===== src/rtl/memory_arbiter.sv =====
// Two-requester arbiter sharing one RAM port between instruction fetch and data access.
// Data wins by default; a starvation counter hands the port to fetch after STARVE_MAX data completions.
module memory_arbiter #(
  parameter int STARVE_MAX = 4,
  parameter int TIMEOUT    = 15
) (
  input  logic        CLK,
  input  logic        nRST,
  input  logic        iREN,
  input  logic [31:0] iaddr,
  output logic        iwait,
  output logic [31:0] iload,
  input  logic        dREN,
  input  logic        dWEN,
  input  logic [31:0] daddr,
  input  logic [31:0] dstore,
  output logic        dwait,
  output logic [31:0] dload,
  output logic        ramREN,
  output logic        ramWEN,
  output logic [31:0] ramaddr,
  output logic [31:0] ramstore,
  input  logic [31:0] ramload,
  input  logic [1:0]  ramstate,
  output logic        timeout_err
);
  typedef enum logic [1:0] {IDLE, IGNT, DGNT} state_t;

  localparam logic [1:0] RS_ACCESS = 2'd2;
  localparam logic [1:0] RS_ERROR  = 2'd3;
  localparam int SW = ($clog2(STARVE_MAX + 1) > 3) ? $clog2(STARVE_MAX + 1) : 3;
  localparam int GW = ($clog2(TIMEOUT + 1) > 1) ? $clog2(TIMEOUT + 1) : 1;

  state_t        state, nstate;
  logic [SW-1:0] starve;
  logic [GW-1:0] gcnt;
  logic          access, err, in_grant, d_req, req_held, tmo_hit;

  assign access   = (ramstate == RS_ACCESS);
  assign err      = (ramstate == RS_ERROR);
  assign in_grant = (state != IDLE);
  assign d_req    = dREN | dWEN;
  assign req_held = (state == IGNT) ? iREN : d_req;
  // The grant cycle that would push the counter to TIMEOUT ends the grant.
  assign tmo_hit  = in_grant && !access && (gcnt == GW'(TIMEOUT - 1));

  always_ff @(posedge CLK or negedge nRST) begin
    if (!nRST) state <= IDLE;
    else       state <= nstate;
  end

  always_comb begin
    nstate = state;
    case (state)
      IDLE: begin
        if (d_req && ((starve < SW'(STARVE_MAX)) || !iREN)) nstate = DGNT;
        else if (iREN)                                      nstate = IGNT;
      end
      default: begin
        if (access || !req_held || err || tmo_hit) nstate = IDLE;
      end
    endcase
  end

  // Grants are always entered from IDLE, so clearing in IDLE clears on entry.
  always_ff @(posedge CLK or negedge nRST) begin
    if (!nRST)          gcnt <= '0;
    else if (!in_grant) gcnt <= '0;
    else if (!access)   gcnt <= gcnt + GW'(1);
  end

  always_ff @(posedge CLK or negedge nRST) begin
    if (!nRST)        timeout_err <= 1'b0;
    else if (tmo_hit) timeout_err <= 1'b1;
  end

  always_ff @(posedge CLK or negedge nRST) begin
    if (!nRST)                                   starve <= '0;
    else if (!iREN)                              starve <= '0;
    else if (state == IGNT && access)            starve <= '0;
    else if (state == DGNT && access && (starve < SW'(STARVE_MAX)))
                                                 starve <= starve + SW'(1);
  end

  always_comb begin
    ramREN   = 1'b0;
    ramWEN   = 1'b0;
    ramaddr  = '0;
    ramstore = '0;
    case (state)
      IGNT: begin
        ramREN  = 1'b1;
        ramaddr = iaddr;
      end
      DGNT: begin
        ramaddr  = daddr;
        ramstore = dstore;
        if (dWEN) ramWEN = 1'b1;
        else      ramREN = 1'b1;
      end
      default: ;
    endcase
  end

  assign iwait = !(state == IGNT && access);
  assign dwait = !(state == DGNT && access);
  assign iload = ramload;
  assign dload = ramload;
endmodule


===== config.mk =====
export PLATFORM = sky130hd
export DESIGN_NAME = memory_arbiter
export DESIGN_NICKNAME = d
export VERILOG_FILES = /design/src/rtl/memory_arbiter.sv
export SDC_FILE = /design/constraint.sdc
export NUM_CORES = 1
export LEC_CHECK = 0
export CAP_MARGIN = 10
export CORE_AREA = 4 4 102 104
export CTS_BUF_LIST = sky130_fd_sc_hd__clkbuf_8
export DETAILED_ROUTE_END_ITERATION = 10
export DIE_AREA = 0 0 106 108
export PLACE_DENSITY = 0.65
export SLEW_MARGIN = 10
export SYNTH_ARGS = -nofsm -noshare
export SYNTH_HDL_FRONTEND = slang
export SYNTH_SLANG_ARGS = --single-unit

===== constraint.sdc =====
create_clock -name CLK -period 2.8 [get_ports CLK]
set_clock_uncertainty 0.1 [all_clocks]
set_input_delay 0.28 -clock CLK [delete_from_list [all_inputs] [get_ports CLK]]
set_output_delay 0.28 -clock CLK [all_outputs]
set_load 0.05 [all_outputs]

[Yosys cells after proc, flatten, opt, wreduce, memory -nomap -nowiden]
Index checks and enable logic that the tools add are counted.
Storage, ports and cells
  register bits after elaboration: 10
  input bits: 135
  output and inout bits: 133
  word-level logic and storage cells: 51
Cells by class
  $add $sub $neg: 2
  order comparisons: 1
  equal/unequal tests: 8
  mux-type cells: 16
  bitwise gates (word level): 1
  reduce and logical (&&, ||, !) cells: 19
Operator list (number)
  case mux 32 bit (2 select lines): 1
  2-to-1 mux 32 bit: 1
  2-to-1 mux 3 bit: 3
  2-to-1 mux 2 bit: 4
  2-to-1 mux 4 bit: 2
  equality test 2 bit, second input constant: 3
  logical AND 1 bit: 6
  zero test 1 bit: 5
  adder 4 x 1 -> 4 bit, second input constant: 1
  equality test 4 bit, second input constant: 1
  logical OR 1 bit: 4
  2-to-1 mux 1 bit: 4
  nonzero test 2 bit: 2
  adder 3 x 1 -> 3 bit, second input constant: 1
  < comparator 3 bit, second input constant: 1
  inequality test 3 x 1 -> 1 bit, second input constant: 1
  inequality test 3 bit, second input constant: 1
  equality test 2 x 1 -> 1 bit, second input constant: 1
  zero test 2 bit: 1
  inequality test 2 bit, second input constant: 1
  case mux 1 bit (2 select lines): 1
  AND reduction 2 bit: 1
  bitwise OR 1 bit: 1

[Logic depth before layout (Yosys ltp)]
Gate-level depths: netlist of run 1.
  depth in word-level cells: 8
  depth in mapped cells: 7
  depth with buffers taken out: 6

[Worst setup path before layout of run 1]
OpenSTA, ideal clock, no wires.
  path kind: register to output
  start: register state[1]
  end: output port ramaddr[25]
  arrival time: 1.866 ns
  data required time: 2.420 ns
  slack: 0.554 ns
  cell stages (with the launch flop): 7
  path buffers: 2
  cell sequence: dfrtp_1 inv_1 ha_1 buf_4 clkbuf_1 a22oi_1 nor2b_1
On the way
  cells in the longest elaborated chain, start to end: 2
  elaborated cells on any way between the ends: 3
  those cells by class: eq/ne: 2; mux: 1
Ends and longest elaborated chain
  from (decl): line 34  | state_t state, nstate;
  from (signal assigned): line 49  | else state <= nstate;
  equality test 2 bit / equality test 2 x 1 -> 1 bit (equally long branches): line 90  | case (state)
  case mux 32 bit (2 select lines) (*): line 90
  to (decl): line 21  | output logic [31:0] ramaddr,
Mark *: on every way between the ends. The rest lies on a longest branch, timed or not.

[Worst setup path after layout of run 1]
  start: register state[0]
  end: output port ramstore[31]
On the way
  cells in the longest elaborated chain, start to end: 2
Ends and longest elaborated chain
  equality test 2 bit: line 90
  2-to-1 mux 32 bit: line 90
  to (decl): line 22  | output logic [31:0] ramstore,
Every way passes these cells.

==> results of run 1 <==
## power by group through the flow
stage | Clock, mW | Combinational (mW) | Sequential (mW)
2_1_floorplan | 0 | 2.14 | 0.202
3_3_place_gp | 0 | 3.23 | 0.206
3_5_place_dp | 0 | 3.26 | 0.209
4_1_cts | 0.145 | 3.26 | 0.206
5_1_grt | 0.156 | 3.37 | 0.210
6_report | 0.140 | 3.21 | 0.206
## per-stage QoR
step                setup slack [ns]  hold slack [ns]
floorplan                     0.5540          -0.1156
global placement              0.4841           0.3493
detailed placement            0.4681           0.3548
CTS                           0.3753           0.2768
global route                  0.3132           0.3029
finish                        0.3951           0.2675
## state kept, by name, indices dropped and copies added (netlist names)
signal and flops:
state 2, starve 3, timeout_err 1, gcnt 4
## layout by cell type, fill, tap and decap left out, drive strengths merged
cell	count
a2111oi	1
a211oi	1
a21oi	1
a22oi	32
a2bb2oi	1
a31oi	1
and2	33
and4bb	1
buf	60
clkbuf	3
clkdlybuf4s50	116
dfrtp	10
ha	6
inv	4
mux2i	2
nand2	7
nand2b	3
nand4	2
nor2	7
nor2b	35
nor3	1
o21a	1
o21ai	2
o2bb2a	1
o2bb2ai	1
xnor2	1
xor2	2
## worst max-delay path, cell delays in order, from the launching register on
cell,delay (ns)
sky130_fd_sc_hd__dfrtp_1,0.40
sky130_fd_sc_hd__inv_1,0.10
sky130_fd_sc_hd__ha_2,0.32
sky130_fd_sc_hd__and2_1,0.17
sky130_fd_sc_hd__clkdlybuf4s50_1,0.80
## kinds of logic (layout without fill, tap and decap cells)
logic type / Yosys count / count (layout) / share of synthesized area (%)
flip-flops: 10 / 10 / 13.87
XOR/XNOR: 3 / 3 / 1.457
multiplexers: 2 / 2 / 1.110
AO/OA/AOI/OAI: 42 / 42 / 18.93
AND/OR/NAND/NOR: 89 / 89 / 29.47
adder cells (fa/ha/maj): 6 / 6 / 4.161
buffers and inverters: 83 / 183 / 31.00
## worst paths after layout
kind | from | to | slack (ns) | cells after the start
max | state[0] | ramstore[31] | 0.40 | 4
min | nRST | starve[0] | 0.27 | 1
max reg2reg | state[0] | starve[1] | 0.89 | 6
min reg2reg | timeout_err | timeout_err | 0.36 | 1
max in group asynchronous | nRST | gcnt[1] | 2.02 | 1
min in group CLK | timeout_err | timeout_err | 0.36 | 1
## layout make-up
type / instances / area, sq um / area share [%]
multi-input cells: 142 / 997.2 / 28.54
repair buffers: 176 / 2024 / 57.93
inverters: 4 / 15.01 / 0.4296
flip-flops and latches: 10 / 250.2 / 7.161
clock buffers: 3 / 41.29 / 1.182
well taps: 133 / 166.4 / 4.762
## per-layer routing
layer / GRT usage, % / up-vias / part of all wire [%]
li1: - / 919 / -
met1: 10.21 / 857 / 35
met2: 19.76 / 102 / 53
met3: 2.328 / 30 / 8.0
met4: 4.718 / 0 / 3.6
met5: 0 / - / 0
==> flow_summary_export.csv, run 1 <==
group,metric,value,unit
status,status,"finished clean",
logic_synthesis,post_synth_most_frequent_cells,"sky130_fd_sc_hd__buf_4 (65), sky130_fd_sc_hd__nor2b_1 (35), sky130_fd_sc_hd__and2_1 (33)",
global_routing,grtUsageTotal,10.15,%
timing,unrepaired_setup_endpoints_after_global_routing,"false",
timing,setup_viol_count_final,0,
timing,finalCritPeriodShare,85.89,%
setup_path,cp.arrival,2.02,ns
pwr,combPwrFrac,90.3,%
logic_synthesis,ys_ff_latch,10,
timing,maxClockFrequency,415.8,MHz
final_layout,drive_gt1_share,20.60,%
setup_path,critical_path_required,2.42,ns
logic_synthesis,synth_area_leader_cell,"sky130_fd_sc_hd__buf_4",
clock_network,post_cts.repair.setup_buffers,0,
timing,final_period_minus_worst_setup_slack,2.405,ns
pwr,clock_power_share,3.9,%
final_layout,design_area,0.003495,sq mm
place,placed_area,0.003453,sq mm
route,avgRoutedWirePerCell,13.86,um
pwr,design_power,3.553,mW
logic_synthesis,synthDominantCellAreaShare,27.05,%
pwr,power.density_cell_area,1017,mW/mm^2
final_layout,final_standard_cell_count_with_taps_included_and_fillers_excluded,468,
final_layout,n_antenna_cell,0,
logic_synthesis,synth_top_flop_cell,"sky130_fd_sc_hd__dfrtp_1",
route,drt_iter0_markers,41,
logic_synthesis,async_flop_share,100.0,%
logic_synthesis,synth.top_cells.by_area,"sky130_fd_sc_hd__buf_4 (27%), sky130_fd_sc_hd__dfrtp_1 (14%), sky130_fd_sc_hd__a22oi_1 (13%)",
clock_network,htreeDepth,1,
clock_network,cts_resized,0,
place,placedCellCount,465,
clock_network,numCtsBuffers,3,
setup_path,startpoint_kind_of_the_worst_setup_timing_path,"flip-flop",
clock_network,post_cts_hold_buffer_count,0,
pwr,total_leakage_power,1.376,nW
final_layout,finish.utilization,36.60,%
global_routing,antenna_found_initial,0,
pwr,p_int,1.617,mW
job,maxCapViolations,0,
pwr,power_switching_share,54.49,%
clock_network,max-clock-path-buffers,2,
final_layout,design.final.nets,478,
timing,maxSlewHeadroom,64.82,%
timing,hold_viol,0,
timing,setup_total_negative_slack,0,ns
place,detailedPlacementHpwl,5589,um
logic_synthesis,synthesis.instances,235,
clock_network,cts_tree,"done",
logic_synthesis,synth_enable_flop_cells,0,
setup_path,worst-setup-path-type,"flip-flop to output port",
global_routing,first_global_vias,1953,
route,via_per_inst,4.077,
route,drtAntennaViolNets,0,
final_layout,layout-area-overhead-vs-synth,93.69,%
floorplanning,die_y,108,um
floorplanning,effective_utilization_at_floorplan,18.89,%
logic_synthesis,netlist_area,0.001804,sq mm
final_layout,final.fill_count,961,
pwr,netSwitchingPower,1.936,mW
setup_path,critical_path_peak_fanout,15,
logic_synthesis,count_of_cell_types_in_the_netlist,28,
setup_path,worst_setup_path_end_kind,"output port",
floorplanning,floorplan.core_area,0.009549,sq mm
global_routing,grt_max_degree,34,
logic_synthesis,post-synth-top-count-cell,"sky130_fd_sc_hd__buf_4",
floorplanning,die_w,106,um
clock_network,clock_tree.root_cell,"sky130_fd_sc_hd__clkbuf_8",
floorplanning,fp.dieArea,0.01145,sq mm
timing,timing_max_transition_violations_final,0,
place,port-buffer-count,171,
route,drcViolationCount,0,
logic_synthesis,synthesis.nets,376,
clock_network,skew_pair_late_insertion_delay,0.23,ns
pwr,vdd.ir_drop.worst,0.0004721,V
hold_path,hold_path.class,"input port to async pin",
timing,max_slew.worst_pin.slew,0.5260,ns
clock_network,clkSlewWorstSetupHoldPaths,0.04,ns
pwr,pwr-share-seq,5.8,%
logic_synthesis,synthesis.area_per_instance,7.678,sq um
global_routing,total_gr_overflow,0,
logic_synthesis,yosysSeqAreaShare,13.87,%
global_routing,grt_pass1_wl,9446,um
route,num_vias,1908,
route,dr.pass1.iters,4,
logic_synthesis,ys_warn_count,0,
route,wirelength,6488,um
floorplanning,floorplan.io_pins,268,
floorplanning,floorplan.rows,36,
place,weighted_congestion_at_the_end_of_routability_driven_global_placement,0.7917,
clock_network,clock-sinks,10,
(Power assumes the default switching activity.)
==> run 2, diff against run 1 <==
==> constraint.sdc (replaced) <==
create_clock -name CLK -period 3 [get_ports CLK]
set_clock_uncertainty 0.1 [all_clocks]
set_input_delay 0.3 -clock CLK [delete_from_list [all_inputs] [get_ports CLK]]
set_output_delay 0.3 -clock CLK [all_outputs]
set_load 0.05 [all_outputs]
==> run 2 against run 1 <==
Against the previous run:
- sequential cell count unchanged
- die area unchanged
- clock-buffer cell count unchanged
- via count down 0.58%
- sequential share of layout area down 0.13 points
- combinational power down 5%
==> flow_summary_export.csv, run 2 (synthesis results as in run 1) <==
group,metric,value,unit
timing,max_slew.worst_pin.slew,0.5952,ns
final_layout,commonest_cells_after_routing_fill_and_taps_aside,"sky130_fd_sc_hd__clkdlybuf4s50_1 (137), sky130_fd_sc_hd__nor2b_1 (35), sky130_fd_sc_hd__buf_12 (34), sky130_fd_sc_hd__and2_1 (33), sky130_fd_sc_hd__a22oi_1 (32)",
setup_path,critical_path_peak_fanout,40,
floorplanning,floorplan.io_pins,268,
clock_network,clock_tree.root_cell,"sky130_fd_sc_hd__clkbuf_8",
clock_network,max-clock-path-buffers,2,
route,via_per_inst,4.053,
setup_path,timing.reg2reg.setup_slack,0.98,ns
route,dr.pass1.iters,4,
clock_network,post_cts_hold_buffer_count,0,
clock_network,skew_pair_late_insertion_delay,0.23,ns
timing,setup_total_negative_slack,0,ns
floorplanning,floorplan.rows,36,
setup_path,critical_path_required,2.60,ns
floorplanning,fp.dieArea,0.01145,sq mm
status,status,"finished clean",
final_layout,registers.top_by_ff_count,"gcnt",
hold_path,hold_path.class,"input port to async pin",
setup_path,worst_setup_path_end_kind,"output port",
clock_network,cts_tree,"done",
global_routing,total_gr_overflow,0,
place,weighted_congestion_at_the_end_of_routability_driven_global_placement,0.7461,
clock_network,numCtsBuffers,3,
clock_network,clkSlewWorstSetupHoldPaths,0.04,ns
floorplanning,die_w,106,um
timing,setup_viol_count_final,0,
timing,final_period_minus_worst_setup_slack,2.723,ns
setup_path,cp.arrival,2.32,ns
route,wirelength,6734,um
final_layout,layout_commonest_cell,"sky130_fd_sc_hd__clkdlybuf4s50_1",
floorplanning,effective_utilization_at_floorplan,18.89,%
final_layout,drive_gt1_share,14.33,%
setup_path,startpoint_kind_of_the_worst_setup_timing_path,"flip-flop",
timing,unrepaired_setup_endpoints_after_global_routing,"false",
floorplanning,die_y,108,um
route,drtAntennaViolNets,0,
setup_path,reg2regPathDepth,7,
clock_network,htreeDepth,1,
clock_network,post_cts.repair.setup_buffers,0,
pwr,power.density_cell_area,947.9,mW/mm^2
pwr,design_power,3.374,mW
route,drt_iter0_markers,67,
route,drcViolationCount,0,
timing,holdWs,0.2784,ns
clock_network,clock-sinks,10,
final_layout,design.final.nets,478,
final_layout,n_antenna_cell,0,
global_routing,grt_pass1_wl,9784,um
clock_network,cts_resized,0,
global_routing,grtUsageTotal,10.53,%
place,detailedPlacementHpwl,5559,um
floorplanning,floorplan.core_area,0.009549,sq mm
timing,hold_viol,0,
final_layout,reg_top3,"gcnt x4, starve x3, state x2",
timing,maxSlewHeadroom,60.32,%
pwr,vdd.ir_drop.worst,0.0005019,V
route,avgRoutedWirePerCell,14.39,um
pwr,total_leakage_power,1.345,nW
final_layout,largest_reg_flops,4,
timing,timing_max_transition_violations_final,0,
timing,maxClockFrequency,367.2,MHz
setup_path,worst-setup-path-type,"flip-flop to output port",
global_routing,antenna_found_initial,0,
place,port-buffer-count,171,
job,maxCapViolations,0,
timing,finalCritPeriodShare,90.77,%
global_routing,first_global_vias,1970,
route,num_vias,1897,
global_routing,grt_max_degree,41,
final_layout,layout-area-overhead-vs-synth,97.30,%
-- run 2: changes by cell type in the layout (fill, tap and decap cells not counted), sizes merged --
cell,previous run,this run
buf,60,39
clkdlybuf4s50,116,137
-- run 2: layout make-up --
class	count	area (sq um)
sequential	10	250.2
clock buffer	3	41.29
timing repair buffer	176	2090
tap	133	166.4
fill	984	5989
inverter	4	15.01
multi-input combinational	142	997.2
-- run 2: where the power goes --
part	internal (mW)	total, mW	switching (mW)
clock network	0.0872	0.132	0.0448
registers	0.166	0.193	0.0264
logic	1.30	3.05	1.75
-- run 2: path summary, 6_finish.rpt --
kind | end | from
worst max-delay path | ramstore[12] | state[0]
worst min-delay path | timeout_err | nRST
worst max register to register | starve[0] | state[0]
worst min register to register | timeout_err | timeout_err
max in group asynchronous | gcnt[2] | nRST
min in group CLK | timeout_err | timeout_err
-- run 2: metrics by stage --
| step | cell area (sq um) | setup WS, ns | cells | util (%) |
|---|---|---|---|---|
| final | 3560 | 0.2769 | 468 | 37.28 |
| after global routing | 3560 | 0.1065 | 468 | 37.28 |
| after CTS | 3560 | 0.2182 | 468 | 37.28 |
| after detailed placement | 3518 | 0.4701 | 465 | 36.84 |
| after global placement | 3518 | 0.5186 | 465 | 36.84 |
| after floorplan | 1804 | 0.7340 | 235 | - |
-- run 2: routing by layer --
metal / track usage, % / vias to the layer above / routed length (um)
li1: - / 920 / -
met4: 4.163 / 0 / 211
met5: 0 / - / 0
met3: 2.388 / 28 / 547
met2: 19.90 / 100 / 3561
met1: 11.36 / 849 / 2413
-- run 2: critical path, cell delays in order (launching register included) --
cell and delay, ns:
sky130_fd_sc_hd__dfrtp_1 0.40, sky130_fd_sc_hd__inv_1 0.09, sky130_fd_sc_hd__ha_2 0.57, sky130_fd_sc_hd__and2_1 0.22
sky130_fd_sc_hd__clkdlybuf4s50_1 0.80
